### src/rtl/regfile_writer.sv
// regfile_writer: 32 x 32-bit register file with a byte-enabled write port
// and a sequential clear that zeroes one register per cycle.
//
// Write handshake: a write is accepted at a rising edge of clk where
// wr_valid and wr_ready are both 1. wr_ready is combinational: it is 1 only
// in IDLE, with clr_req low and rst_n high. The address, data and byte enables
// are sampled only on an accepting edge. wr_valid may be asserted without
// waiting for wr_ready.
module regfile_writer #(
    parameter bit ZERO_REG = 1'b1
) (
    input  logic          clk,
    input  logic          rst_n,
    input  logic          wr_valid,
    output logic          wr_ready,
    input  logic [4:0]    wr_addr,
    input  logic [31:0]   wr_data,
    input  logic [3:0]    wr_be,
    input  logic          clr_req,
    output logic          busy,
    output logic [1023:0] regs_flat,
    output logic [15:0]   wr_count
);

    typedef enum logic {
        IDLE  = 1'b0,
        CLEAR = 1'b1
    } state_t;

    state_t      state;
    state_t      state_nxt;
    logic [4:0]  clr_idx;
    logic [31:0] regs [32];
    logic        wr_fire;
    logic        wr_blocked;

    assign wr_fire    = wr_valid && wr_ready;
    // Register 0 stays zero when it is hardwired; the write is still accepted.
    assign wr_blocked = ZERO_REG && (wr_addr == 5'd0);

    // State register.
    always_ff @(posedge clk or negedge rst_n) begin
        if (!rst_n) state <= IDLE;
        else        state <= state_nxt;
    end

    // Next state: IDLE enters CLEAR on clr_req; CLEAR ends after index 31.
    always_comb begin
        state_nxt = state;
        case (state)
            IDLE:    if (clr_req) state_nxt = CLEAR;
            CLEAR:   if (clr_idx == 5'd31) state_nxt = IDLE;
            default: state_nxt = IDLE;
        endcase
    end

    // Outputs decoded from state; wr_ready also held low during reset.
    always_comb begin
        wr_ready = rst_n && (state == IDLE) && !clr_req;
        busy     = (state == CLEAR);
    end

    // Clear index: parked at 0 in IDLE so every clear starts at register 0.
    always_ff @(posedge clk or negedge rst_n) begin
        if (!rst_n)             clr_idx <= 5'd0;
        else if (state == IDLE) clr_idx <= 5'd0;
        else                    clr_idx <= clr_idx + 5'd1;
    end

    // Accepted-write counter, wraps naturally at 16 bits.
    always_ff @(posedge clk or negedge rst_n) begin
        if (!rst_n)       wr_count <= 16'd0;
        else if (wr_fire) wr_count <= wr_count + 16'd1;
    end

    // Register storage: clear zeroes one entry per cycle, otherwise byte writes.
    always_ff @(posedge clk or negedge rst_n) begin
        if (!rst_n) begin
            for (int k = 0; k < 32; k++) regs[k] <= 32'd0;
        end else if (state == CLEAR) begin
            regs[clr_idx] <= 32'd0;
        end else if (wr_fire && !wr_blocked) begin
            for (int b = 0; b < 4; b++) begin
                if (wr_be[b]) regs[wr_addr][8*b +: 8] <= wr_data[8*b +: 8];
            end
        end
    end

    // Flops drive the read-mux inputs directly.
    for (genvar k = 0; k < 32; k++) begin : g_flat
        assign regs_flat[32*k +: 32] = regs[k];
    end

endmodule

### config.mk
export PLATFORM = sky130hd
export DESIGN_NAME = regfile_writer
export DESIGN_NICKNAME = d
export VERILOG_FILES = /design/src/rtl/regfile_writer.sv
export SDC_FILE = /design/constraint.sdc
export NUM_CORES = 1
export LEC_CHECK = 0
export ABC_CLOCK_PERIOD_IN_PS = 4300
export CORE_AREA = 2 2 423 425
export CTS_BUF_LIST = sky130_fd_sc_hd__clkbuf_2 sky130_fd_sc_hd__clkbuf_4 sky130_fd_sc_hd__clkbuf_8
export DETAILED_ROUTE_END_ITERATION = 16
export DIE_AREA = 0 0 425 427
export PLACE_DENSITY_LB_ADDON = 0.08
export SYNTH_ARGS = -nofsm -noshare
export SYNTH_HDL_FRONTEND = slang
export SYNTH_SLANG_ARGS = --single-unit
### constraint.sdc
create_clock -name clk -period 4.3 [get_ports clk]
set_input_delay 0.645 -clock clk [delete_from_list [all_inputs] [get_ports clk]]
set_output_delay 0.645 -clock clk [all_outputs]
set_load 0.005 [all_outputs]
# After elaboration in Yosys (flattened, before gate mapping)
# Index checks and enable logic that the tools add are counted.
# totals
reg_bits	1046
latchBits	0
mem_bits_rw	0
mem_bits_ro	0
input_bits	45
out_inout_bits	1042
wordCells	87
mem_count	0
# classes
n_addsub	2
mul	0
div_mod_pow	0
order_cmp	4
n_eq_ne	1
shift	0
muxes	30
n_bitwise	5
n_reduce_logical	10
# ops
op	n
1024-bit two-way mux	12
1024-bit bitwise mux	4
1024-bit AND	1
1024-bit inverter	1
32-bit demux with 5-bit select	5
32-bit two-way mux	2
24-bit two-way mux	1
16-bit by 1-bit adder with 16-bit output, second input constant	1
16-bit two-way mux	1
6-bit greater-or-equal comparator, second input constant	2
6-bit by 1-bit less-than comparator with 1-bit output, second input constant	2
5-bit inverter with 6-bit output	2
8-bit two-way mux	1
1-bit logical AND	6
5-bit by 1-bit adder with 5-bit output, second input constant	1
5-bit == test, second input constant	1
5-bit logical NOT	1
5-bit two-way mux	1
1-bit logical NOT	2
1-bit two-way mux	2
1-bit case mux with 2 select lines	1
2-bit nonzero test	1
1-bit inverter	1

# Depth between registers and ports, before layout
# depth
depth_word	21
mapped_depth	7
mapped_depth_nobuf	6

# Worst setup path before layout
# No wires, ideal clock.
# synth_timing
path_kind	input to register
startpoint	in wr_addr[3]
endpoint	reg regs (netlist bit regs_flat[191])
setup_ps	121
arrival_ps	2032
t_required_ps	4179
path_slack_ps	2147
stages	5
path_buffers	1
path_cell_list	or4b_1 -> buf_2 -> nor4_4 -> nor2_2 -> a22o_1
# synth_via
elab_chain_cells	18
elab_cells_between_ends	29
cone_classes	order compare (2); mux (21); bitwise (1); reduce/logical (5)
# synth_rtl
item	line_no	source
start: declaration	16	input logic [4:0] wr_addr,
5-bit inverter with 6-bit output (implied by the code)	84	if (wr_be[b]) regs[wr_addr][8*b +: 8] <= wr_data[8*b +: 8];
32-bit demux with 5-bit select	84	
1024-bit bitwise mux	84	
1024-bit two-way mux	84	
1024-bit two-way mux	82	end else if (wr_fire && !wr_blocked) begin
1024-bit two-way mux	80	end else if (state == CLEAR) begin
1024-bit bitwise mux	84	
1024-bit two-way mux	84	
[2 not listed]	n/a	
1024-bit bitwise mux	84	
1024-bit two-way mux	84	
1024-bit two-way mux	82	
1024-bit two-way mux	80	
1024-bit bitwise mux	84	
1024-bit two-way mux	84	
1024-bit two-way mux	82	
1024-bit two-way mux	80	
end signal: indexed assignment	84	
end: declaration	33	logic [31:0] regs [32];
# Parallel ways exist; a longest one is shown, timed or not. The select of a mux whose other input is x is not followed.
# A chain may end at the register's enable or synchronous reset.

# Worst setup path after layout
# layout_timing
startpoint	in rst_n
endpoint	out wr_ready
# layout_via
elab_chain_cells	2
# layout_rtl
item	line_no	source
start: declaration	13	input logic rst_n,
1-bit logical AND (2 in a row)	59	wr_ready = rst_n && (state == IDLE) && !clr_req;
end: declaration	15	output logic wr_ready,
# No other way between the ends.

==> impl_metrics.yaml <==
worst_setup_path:
  crit_end: "wr_ready"
  crit_required_ns: 3.65
  critPathLaunch: "rst_n"
  r2r-end: "regs_flat[1015]"
  critPathLaunchType: "primary input"
  crit_type: "primary input to output pin"
  worstReg2RegStart: "busy"
  crit_fanout: 28
  arrival_ns: 2.90
  reg2reg_depth: 5
  cp-end-kind: "output pin"
  reg2reg_slack_ns: 1.33
placed_design:
  hpwl_um: 162000
  portBuffers: 1086
  gp_congestion: 0.780
cts:
  h-tree-depth: 4
  clock_latency_ns: 0.96
  numCtsBuffers: 200
  path_clk_slew_ns: 0.06
  cts-root-buf: "clkbuf_8"
  cts_resized: 0
  clk_path_buf_depth: 3
  cts.sinks: 1046
  cts_tree: "built"
detailed_routing:
  routed_via_density: 4.84
  wirelength_um: 220000
  drc: 0
  drtIter0Drc: 1983
  via_count: 31700
  post_drt_wl_per_cell_um: 33.5
  ant_nets: 0
  drtPass1Iterations: 5
floorplanning:
  pin_count: 1087
  die_area_um2: 181000
  core_area_um2: 177000
  initial_core_util: 0.221
  die_width_um: 425
  die_h_um: 427
  rows: 155
finish:
  multi_input_area_um2: 12200
  drive_gt1_frac: 0.145
  mostFrequentLayoutCell: "clkdlybuf4s50_1"
  syn_to_final_growth_pct: 47.7
  layout_common_cells: "1085 x clkdlybuf4s50_1, 1045 x dfrtp_1, 480 x o2bb2ai_1"
  nFillCells: 17900
  seq_area_um2: 26200
  fin_nets: 4096
logic_synthesis:
  ys_warn_count: 0
  synth_cells: 2773
  synth-seq-cells: 1046
  ys_types: 48
  ys.flop_type: "dfrtp_1"
  syn_area_um2: 39100
  yosysSeqAreaShare: 0.669
  synth_edf_count: 0
  synthesis.nets: 2824
  avgSynthCellArea_um2: 14.1
  async_flop_share: 1.00
global_route:
  grt_pass1_vias: 32900
  grt_pass1_wl_um: 297000
  grtUsageTotal: 0.236
  grt_max_degree: 117
  antenna_found_initial: 19
  overflow: 0
sta:
  fmax_mhz: 282
  whs_ns: 0.181
  rsz0062_at_grt: "no"
  tns_ns: 0
  drv_slew: 0
  worst_pin_slew_ns: 1.26
  finClkSkew_ns: 0.0372
  slew_headroom: 0.157
  min_period_ns: 3.55
  setup_viol: 0
  fin_crit_sh: 0.824
  finalHoldViolations: 0
pwr:
  peakVddDrop_mv: 0.297
  power.leakage_nw: 24.4
  cellPowerDensity_nw_per_um2: 387
worst_hold_path:
  min_path_type: "primary input to async pin"
outcome:
  status: "completed"
job:
  drv_cap: 0
## cell usage after synthesis (7+ instances only)
cell type,instances,share of area
nor2_2,11,0.0018
nand3_1,12,0.0015
nor2_1,141,0.014
a21oi_2,24,0.0054
and2_1,67,0.011
a22o_1,352,0.079
dfrtp_1,1046,0.67
buf_2,37,0.0047
nand4_1,10,0.0016
nand2b_1,7,0.0011
o2bb2ai_1,480,0.11
xnor2_1,13,0.0029
buf_1,26,0.0025
buf_4,7,0.0013
clkbuf_1,104,0.010
a21oi_1,76,0.0097
a32o_1,160,0.041
nor4_4,20,0.011
nand2_1,105,0.010
## per-stage QoR
step | setup WS [ns] | area [um^2] | utilization | total power, mW | cells
finish | 0.755 | 57800 | 0.326 | 22.4 | 6554
global route | 0.604 | 57800 | 0.326 | 23.3 | 6553
CTS | 0.650 | 57700 | 0.326 | 22.8 | 6545
detailed placement | 0.574 | 53500 | 0.302 | 12.1 | 6197
global placement | 0.520 | 53500 | 0.302 | 12.1 | 6197
floorplan | 2.15 | 39100 | - | 10.9 | 2773
## state kept, by name, indices dropped and copies added (netlist names)
register / count
wr_count: 16
clr_idx: 5
regs_flat: 1024
busy: 1
## logic make-up (layout without fill, tap and decap cells)
logic type | after synthesis | in the layout | synth area share
compound gates | 1108 | 1108 | 0.245
buf+inv | 185 | 1602 | 0.0202
simple gates | 411 | 411 | 0.0594
fa+ha+maj | 6 | 6 | 0.00192
other cells | 0 | 9 | 0
flops | 1046 | 1046 | 0.669
xor+xnor | 17 | 17 | 0.00381
## cell type report
| cell class | instances | area share |
|---|---|---|
| timing repair buffer | 1247 | 0.211 |
| inverter | 8 | 0.000520 |
| antenna | 9 | 0.000390 |
| sequential | 1046 | 0.453 |
| multi-input combinational | 1542 | 0.212 |
| clock inverter | 22 | 0.00392 |
| tap | 2355 | 0.0510 |
| clock buffer | 325 | 0.0686 |
## how the worst min path moves through the flow
stage,to,slack (ns),depth (start not counted)
finish,regs_flat[414],0.18,2
global route,regs_flat[284],0.11,2
CTS,regs_flat[414],0.04,2
detailed placement,regs_flat[0],0.47,1
global placement,regs_flat[21],0.47,1
floorplan,busy,0.35,0
## timing repair
item,CTS,global route
hold buffers,1,0
buffers inserted,0,0
hold endpoints to repair,391,0
setup endpoints to repair,0,0
## routing by layer
layer  track usage  vias to the layer above  share of wire
met5             0                        -       0.000073
met4        0.0914                        2          0.039
met3        0.0616                      336          0.061
met2         0.405                     1147           0.50
met1         0.281                    16800           0.40
li1              -                    13400              -
## power breakdown
part | leakage (nW) | internal [mW] | switching [mW]
combinational | 7.53 | 0.395 | 1.51
sequential | 14.6 | 9.91 | 0.0776
clock | 2.22 | 5.89 | 4.60
## critical path, stage by stage
cell and delay [ns]:
dlygate4sd3_1 0.57, buf_8 0.26, buf_4 0.44, nor3b_1 0.25, clkdlybuf4s50_1 0.67
Note: power is estimated with default switching activity, not from simulation.
